`src/rtl/systola_mem_pkg.sv`:
```
// Shared definitions for the INPMEM port arbiters: default geometry,
// starvation limit and the grant encoding.
package systola_mem_pkg;
    localparam int AW_DEF         = 16;
    localparam int DW_DEF         = 8;
    localparam int STARVE_MAX_DEF = 4;
    localparam int CNT_W          = 8;

    typedef enum logic [1:0] {
        GNT_NONE = 2'd0,
        GNT_RD   = 2'd1,
        GNT_WR   = 2'd2
    } gnt_t;
endpackage

```
`src/rtl/arb_starve_ctr.sv`:
```
// Counts read grants taken while a load is waiting; saturates at STARVE_MAX
// and raises force_ld so the next arbitration goes to the load path.
module arb_starve_ctr
    import systola_mem_pkg::*;
#(
    parameter int STARVE_MAX = STARVE_MAX_DEF
) (
    input  logic clk,
    input  logic rst,
    input  logic enable,
    input  logic ld_valid,
    input  logic rd_gnt,
    input  logic ld_gnt,
    output logic force_ld
);
    localparam logic [CNT_W-1:0] MAX_CNT = CNT_W'(STARVE_MAX);

    logic [CNT_W-1:0] cnt_d, cnt_q;

    always_comb begin
        cnt_d = cnt_q;
        if (enable) begin
            // A waiting load that finally gets in, or no load at all, restarts the window.
            if (ld_gnt || !ld_valid) begin
                cnt_d = '0;
            end else if (rd_gnt && (cnt_q != MAX_CNT)) begin
                cnt_d = cnt_q + 1'b1;
            end
        end
    end

    always_ff @(posedge clk) begin
        if (rst) cnt_q <= '0;
        else     cnt_q <= cnt_d;
    end

    assign force_ld = (cnt_q == MAX_CNT);
endmodule

```
`src/rtl/inpmem_port_arb.sv`:
```
// Single-port INPMEM arbiter: compute reads win, host loads are guaranteed a
// slot after STARVE_MAX consecutive read grants. SRAM pins follow the grant.
module inpmem_port_arb
    import systola_mem_pkg::*;
#(
    parameter int AW         = AW_DEF,
    parameter int DW         = DW_DEF,
    parameter int STARVE_MAX = STARVE_MAX_DEF
) (
    input  logic          clk,
    input  logic          rst,
    input  logic          enable,
    input  logic          ld_valid,
    output logic          ld_ready,
    input  logic [AW-1:0] ld_addr,
    input  logic [DW-1:0] ld_data,
    input  logic          rd_valid,
    output logic          rd_ready,
    input  logic [AW-1:0] rd_addr,
    output logic          rd_rvalid,
    output logic [DW-1:0] rd_rdata,
    output logic          mem_cen,
    output logic          mem_wen,
    output logic [AW-1:0] mem_a,
    output logic [DW-1:0] mem_d,
    input  logic [DW-1:0] mem_q,
    output logic          starve_evt
);
    gnt_t gnt;
    logic force_ld;
    logic forced;
    logic rd_rvalid_d, rd_rvalid_q;
    logic starve_evt_d, starve_evt_q;

    arb_starve_ctr #(.STARVE_MAX(STARVE_MAX)) u_ctr (
        .clk      (clk),
        .rst      (rst),
        .enable   (enable),
        .ld_valid (ld_valid),
        .rd_gnt   (gnt == GNT_RD),
        .ld_gnt   (gnt == GNT_WR),
        .force_ld (force_ld)
    );

    always_comb begin
        gnt    = GNT_NONE;
        forced = 1'b0;
        if (!rst && enable) begin
            if (force_ld && ld_valid) begin
                gnt    = GNT_WR;
                forced = 1'b1;
            end else if (rd_valid) begin
                gnt = GNT_RD;
            end else if (ld_valid) begin
                gnt = GNT_WR;
            end
        end
    end

    assign ld_ready = (gnt == GNT_WR);
    assign rd_ready = (gnt == GNT_RD);

    always_comb begin
        mem_cen = 1'b1;
        mem_wen = 1'b1;
        mem_a   = '0;
        mem_d   = '0;
        case (gnt)
            GNT_WR: begin
                mem_cen = 1'b0;
                mem_wen = 1'b0;
                mem_a   = ld_addr;
                mem_d   = ld_data;
            end
            GNT_RD: begin
                mem_cen = 1'b0;
                mem_a   = rd_addr;
            end
            default: ;
        endcase
    end

    // ready already implies valid, so the grant is the handshake.
    assign rd_rvalid_d  = (gnt == GNT_RD);
    assign starve_evt_d = forced;

    always_ff @(posedge clk) begin
        if (rst) begin
            rd_rvalid_q  <= 1'b0;
            starve_evt_q <= 1'b0;
        end else begin
            rd_rvalid_q  <= rd_rvalid_d;
            starve_evt_q <= starve_evt_d;
        end
    end

    // Gating with rst drops a read return that lands in the first reset cycle.
    assign rd_rvalid  = rd_rvalid_q & ~rst;
    assign starve_evt = starve_evt_q & ~rst;
    assign rd_rdata   = rd_rvalid ? mem_q : '0;
endmodule
```
`config.mk`:
```
export PLATFORM = sky130hd
export DESIGN_NAME = inpmem_port_arb
export DESIGN_NICKNAME = d
export VERILOG_FILES = /design/src/rtl/systola_mem_pkg.sv /design/src/rtl/arb_starve_ctr.sv /design/src/rtl/inpmem_port_arb.sv
export SDC_FILE = /design/constraint.sdc
export NUM_CORES = 1
export LEC_CHECK = 0
export ABC_AREA = 0
export ABC_CLOCK_PERIOD_IN_PS = 4400
export CAP_MARGIN = 20
export CORE_ASPECT_RATIO = 0.5
export CORE_MARGIN = 5
export CORE_UTILIZATION = 33
export DETAILED_ROUTE_END_ITERATION = 6
export GPL_ROUTABILITY_DRIVEN = 0
export PLACE_DENSITY = 0.82
export SLEW_MARGIN = 15
export SYNTH_ARGS = -nofsm -noshare
export SYNTH_HDL_FRONTEND = slang
export SYNTH_SLANG_ARGS = --single-unit
```
`constraint.sdc`:
```
create_clock -name clk -period 4.4 [get_ports clk]
set_input_delay 1.1 -clock clk [delete_from_list [all_inputs] [get_ports clk]]
set_output_delay 1.1 -clock clk [all_outputs]
set_load 0.03 [all_outputs]
```
## Word level (Yosys, flattened, before mapping)

Index checks and enable logic that the tools add are counted.

- $add $sub $neg: 1
- Equality and inequality tests: 4
- Mux-type cells: 12
- Bitwise operators: 4
- Reductions and logical operators: 10

Operator list:

| cell | number |
|---|---|
| 2-to-1 mux 8 bit | 4 |
| case mux 16 bit (2 select lines) | 1 |
| adder 8 x 1 -> 8 bit, second input constant | 1 |
| equality test 8 x 3 -> 1 bit, second input constant | 1 |
| 2-to-1 mux 2 bit | 4 |
| inequality test 8 x 3 -> 1 bit, second input constant | 1 |
| OR reduction 2 bit | 2 |
| logical AND 1 bit | 3 |
| 2-to-1 mux 1 bit | 3 |
| bitwise AND 1 bit | 2 |
| equality test 2 x 1 -> 1 bit, second input constant | 1 |
| equality test 2 bit, second input constant | 1 |
| zero test 1 bit | 2 |
| inverter 1 bit | 2 |
| AND reduction 2 bit | 1 |
| nonzero test 2 bit | 1 |
| logical OR 1 bit | 1 |

- Register bits: 10
- Input bits: 53
- Output and inout port bits: 38
- Word-level logic and storage cells: 34

## Longest topological paths before layout

- Depth in word-level cells: 8
- Gate-level depth with buffers: 12
- Mapped depth without buffers: 11

## Modules after synthesis

A second synthesis with hierarchy kept.

- Cell total of the unflattened synthesis: 117
- Area, all modules: 987.2 sq um

Modules (own cells, without submodules):

| module | times used | cells an instance | area an instance (sq um) | seq. area each (sq um) |
|---|---|---|---|---|
| arb_starve_ctr | 1 | 60 | 511.7 | 160.2 |
| inpmem_port_arb | 1 | 57 | 475.5 | 40.0 |

## Worst setup path before layout

No wires, ideal clock.

- Path kind: input-to-output
- Start: input port enable
- End: output port mem_a[0]
- Arrival: 3294 ps
- Required time: 3300 ps
- Path slack: 6 ps
- Stages: 8
- Buffers on the path: 4
- Cell sequence: buf_4 > nand2b_1 > a311oi_2 > buf_2 > ha_1 > buf_1 > clkbuf_1 > nor2_1

- Cells in the longest elaborated chain, start to end: 4
- Elaborated cells between the ends (all ways): 5
- Classes of those cells: eq/ne: 2; mux: 2; reduce/logical: 1

RTL lines:

| what | RTL line | text |
|---|---|---|
| start, declared | inpmem_port_arb.sv:12 | `input logic enable,` |
| logical AND 1 bit (*) | inpmem_port_arb.sv:48 | `if (!rst && enable) begin` |
| 2-to-1 mux 2 bit (*) | inpmem_port_arb.sv:48 |  |
| equality test 2 x 1 -> 1 bit or equality test 2 bit (tied branches) | inpmem_port_arb.sv:68 | `case (gnt)` |
| case mux 16 bit (2 select lines) (*) | inpmem_port_arb.sv:68 |  |
| end, declared | inpmem_port_arb.sv:24 | `output logic [AW-1:0] mem_a,` |

Every way passes the cells marked *; elsewhere a longest branch is shown, timed or not.

## Worst setup path after layout

- Start: input port rst
- End: output port mem_a[4]

- Cells in the longest elaborated chain, start to end: 5
- Elaborated cells between the ends (all ways): 6
- Classes of those cells: eq/ne: 2; mux: 2; reduce/logical: 2

RTL lines:

| what | RTL line | text |
|---|---|---|
| start, declared | inpmem_port_arb.sv:11 | `input logic rst,` |
| zero test 1 bit (*) | inpmem_port_arb.sv:48 |  |
| logical AND 1 bit (*) | inpmem_port_arb.sv:48 |  |
| 2-to-1 mux 2 bit (*) | inpmem_port_arb.sv:48 |  |
| equality test 2 x 1 -> 1 bit or equality test 2 bit (tied branches) | inpmem_port_arb.sv:68 |  |
| case mux 16 bit (2 select lines) (*) | inpmem_port_arb.sv:68 |  |

Marks and branches as above.

==> run summary <==
For this design, the slowest cell found on the critical path is clkdlybuf4s50_1. By count the netlist is led by 18 x nor2_1, 16 x a22oi_1, 16 x and2_1. In the final routed layout, each cell accounts on average for 15.44 µm. Summed over all layers, the routed wires come to 4261 µm. The repair_antennas step left the layout with diodes totalling 0.

For the placement row count, the log shows 14. The worst setup path is of the primary input to output port kind. Walking the worst path, the cells encountered are clkdlybuf4s50_1 -> nand2b_1 -> a311oi_4 -> inv_1 -> ha_1 -> buf_4 -> a22oi_1 -> nor2_2 -> buf_12. Setup repair after global routing left no endpoint under its margin. The layout has 265 filler cells.

The number of enable-type register cells in the synthesized netlist was 0; the reported max-cap violation count was 0. The most used flip-flop cell after synthesis is dfxtp_1. STA puts the critical path data required time at 3.30 ns. The run finished with clean final reports.

Headroom to the max-slew limit: 0.5650. The power per unit of standard cell area is 151.0 nW/µm². For this run the aggregate overflow at the end of global routing stands at 0. STA puts the critical path data arrival time at 3.16 ns. Initial antenna violation count: 0.

The max-slew violation count was 0; the number of nets in the final layout was 295. The synthesized net count came out at 203. Count of endpoints failing hold in the final timing report: 0. The maximum buffer depth of the clock tree was 2; the flop and latch count out of synthesis was 10. Total via count after detailed routing: 1435. For the pin with the worst max-slew slack, the measured transition is 0.6526 ns. The clock net in this run drives a total of 10 sinks. The area fraction of the dominant cell type after synthesis works out to 0.1820.

The die is 91.64 µm wide. The logs give 0.0002763 ns for the worst-case clock skew and 0.6675 for the utilization after layout. Ranked by total cell area, the synthesized netlist is headed by dfxtp_1 18%, a22oi_1 11%, and2_1 9.1%. The tree is rooted in a clkbuf_8. The async set-or-reset flop fraction in the synthesized netlist is 0, and the die area is 4657 µm². The finished cells cover 2069 µm².

After detailed routing, the number of vias per cell comes to 5.199. The first global-routing pass estimated 6555 µm of wire. The count of synthesis-stage warnings from yosys was 0. In this run the static leakage power is 0.8229 nW. The routed design could run at a clock period as short as 4.258 ns.

Counting the buffers created by CTS gives 3. The final clock period utilization by the worst path is 0.9677. Summing all placed instances gives a cell area of 2007 µm². The peak supply drop is 0.08194 mV, and the core box area is 3100 µm². The count of nets left with antenna violations once routing finished came out at 0.

TritonCTS built the clock tree. The gate count of the mapped netlist was 146. The tools report the kind of start point of the critical path as a primary input. The number of buffers inserted by port buffering works out to 90. Part of the Yosys area used for sequential elements: 0.1820. The logs give 276 for the filler-free cell count of the finished design and 0 for the cts-stage hold buffer count. The run gives 0.24 ns as the insertion delay to the later sink of the worst-skew pair.

STA classifies the critical path endpoint as an output port. In the final timing run, aggregate negative setup slack is 0 ns. Along the worst path, the maximum fanout reaches 15. Before antenna repair, the detailed router went through 4 iterations. The deepest level of the CTS H-tree is 1. Among cell families on the critical path, the largest total delay comes from buffers and inverters. The maximum number of pins on one net before global-route repair was 18.

The layout-stage area growth over the synthesis result came out at 88.17%. The number of DRC markers after the initial detailed-route iteration was 85; the number of global-route vias before repair was 1343. The run gives 0 as the setup-violating endpoint count in the final report. The global-route usage over all layers is 0.1725. The run gives 91 as the boundary pin count. After detailed routing, the number of remaining DRC violations is 0. Counting both buffers and inverters, the worst setup path holds a total of 4. The tightest min-delay check is of the flop to flop type. Clock-pin slew was measured on the worst setup and hold paths at 0.05 ns.

The cell area that synthesis handed to floorplanning was 1100 µm². The overall die height works out to 50.82 µm. Fraction of final layout cells with drive strength greater than 1: 0.2119.

The completed layout was analyzed and its total power is 0.3126 mW. Static timing analysis puts the maximum clock frequency at 234.9 MHz. Summed over all instances, the cell type with the most area after synthesis is dfxtp_1. Summed over all nets, the half-perimeter wirelength after detailed placement is 3486 µm. The largest single stage delay on the critical path is 0.50 ns. The effective utilization at floorplan was 0.3547. The number of different library cells used by synthesis comes to 41. By instance count, the leading cell after synthesis is nor2_1. The total placed cells including tap cells is 273, and the mean area per synthesized cell is 7.533 µm².
layout make-up:
class,instances,area [µm²],area share
Clock buffer,3,41.29,0.01995
Inverter,9,33.78,0.01632
Multi-Input combinational cell,115,828.3,0.4002
Sequential cell,10,200.2,0.09674
Tap cell,40,50.05,0.02418
Timing Repair Buffer,99,915.9,0.4426
registers in the layout (all words and copies together) (netlist names):
name,cells
u_ctr.cnt_q,8
rd_rvalid_q,1
starve_evt_q,1
kinds of logic (layout without fill, tap and decap cells):
family | count (synthesis) | after routing | share of synthesized area
adders and majority gates | 4 | 4 | 0.04551
buffers and inverters | 21 | 111 | 0.08419
and+or+nand+nor | 67 | 67 | 0.3652
AOI/OAI and AO/OA | 41 | 41 | 0.2958
muxes | 3 | 3 | 0.02730
DFF | 10 | 10 | 0.1820
through the flow:
stage | worst slack (ns) | hold slack (ns)
floorplan | 0.005727 | 0.4693
global placement | 0.2159 | 0.4962
detailed placement | 0.1177 | 0.5042
CTS | 0.08599 | 0.5152
global route | 0.001879 | 0.5576
finish | 0.1423 | 0.5214
layout by cell type, fill, tap and decap left out, types with 2 or more instances in the layout:
cell type,count
dfxtp_1,10
nand2b_1,8
buf_4,34
a21oi_1,4
inv_1,8
mux2i_1,3
clkbuf_8,3
nand2_1,5
nor2b_1,2
o21ai_0,3
nand3_1,2
and3_1,2
or3_1,2
nor2_1,17
a22oi_1,16
a311oi_1,2
a221oi_1,4
clkdlybuf4s50_1,64
ha_1,4
a31oi_1,5
and2_1,16
path summary, 6_finish.rpt:
path	from	to	slack (ns)	cells past startpoint
max reg2reg	u_ctr.cnt_q[0]	u_ctr.cnt_q[5]	1.57	10
min reg2reg	u_ctr.cnt_q[7]	u_ctr.cnt_q[7]	0.52	1
min	u_ctr.cnt_q[7]	u_ctr.cnt_q[7]	0.52	1
max	rst	mem_a[4]	0.14	9
per-layer routing:
metal / track usage / vias up / share of wire
met3: 0.06305 / 10 / 0.081
met5: 0 / - / 0
met4: 0.07000 / 0 / 0.023
met1: 0.1996 / 656 / 0.42
li1: - / 710 / -
met2: 0.2950 / 59 / 0.48
repair_timing:
item,4_1_cts,5_1_grt
buffers inserted,0,0
setup endpoints to repair,0,2
gates resized for setup,0,4
power breakdown:
group	total, mW	switching (mW)	internal [mW]
Combinational	0.121	0.0512	0.0697
Sequential	0.0931	0.00118	0.0919
Clock	0.0986	0.0385	0.0602
Note: power is estimated with default switching activity, not from simulation.
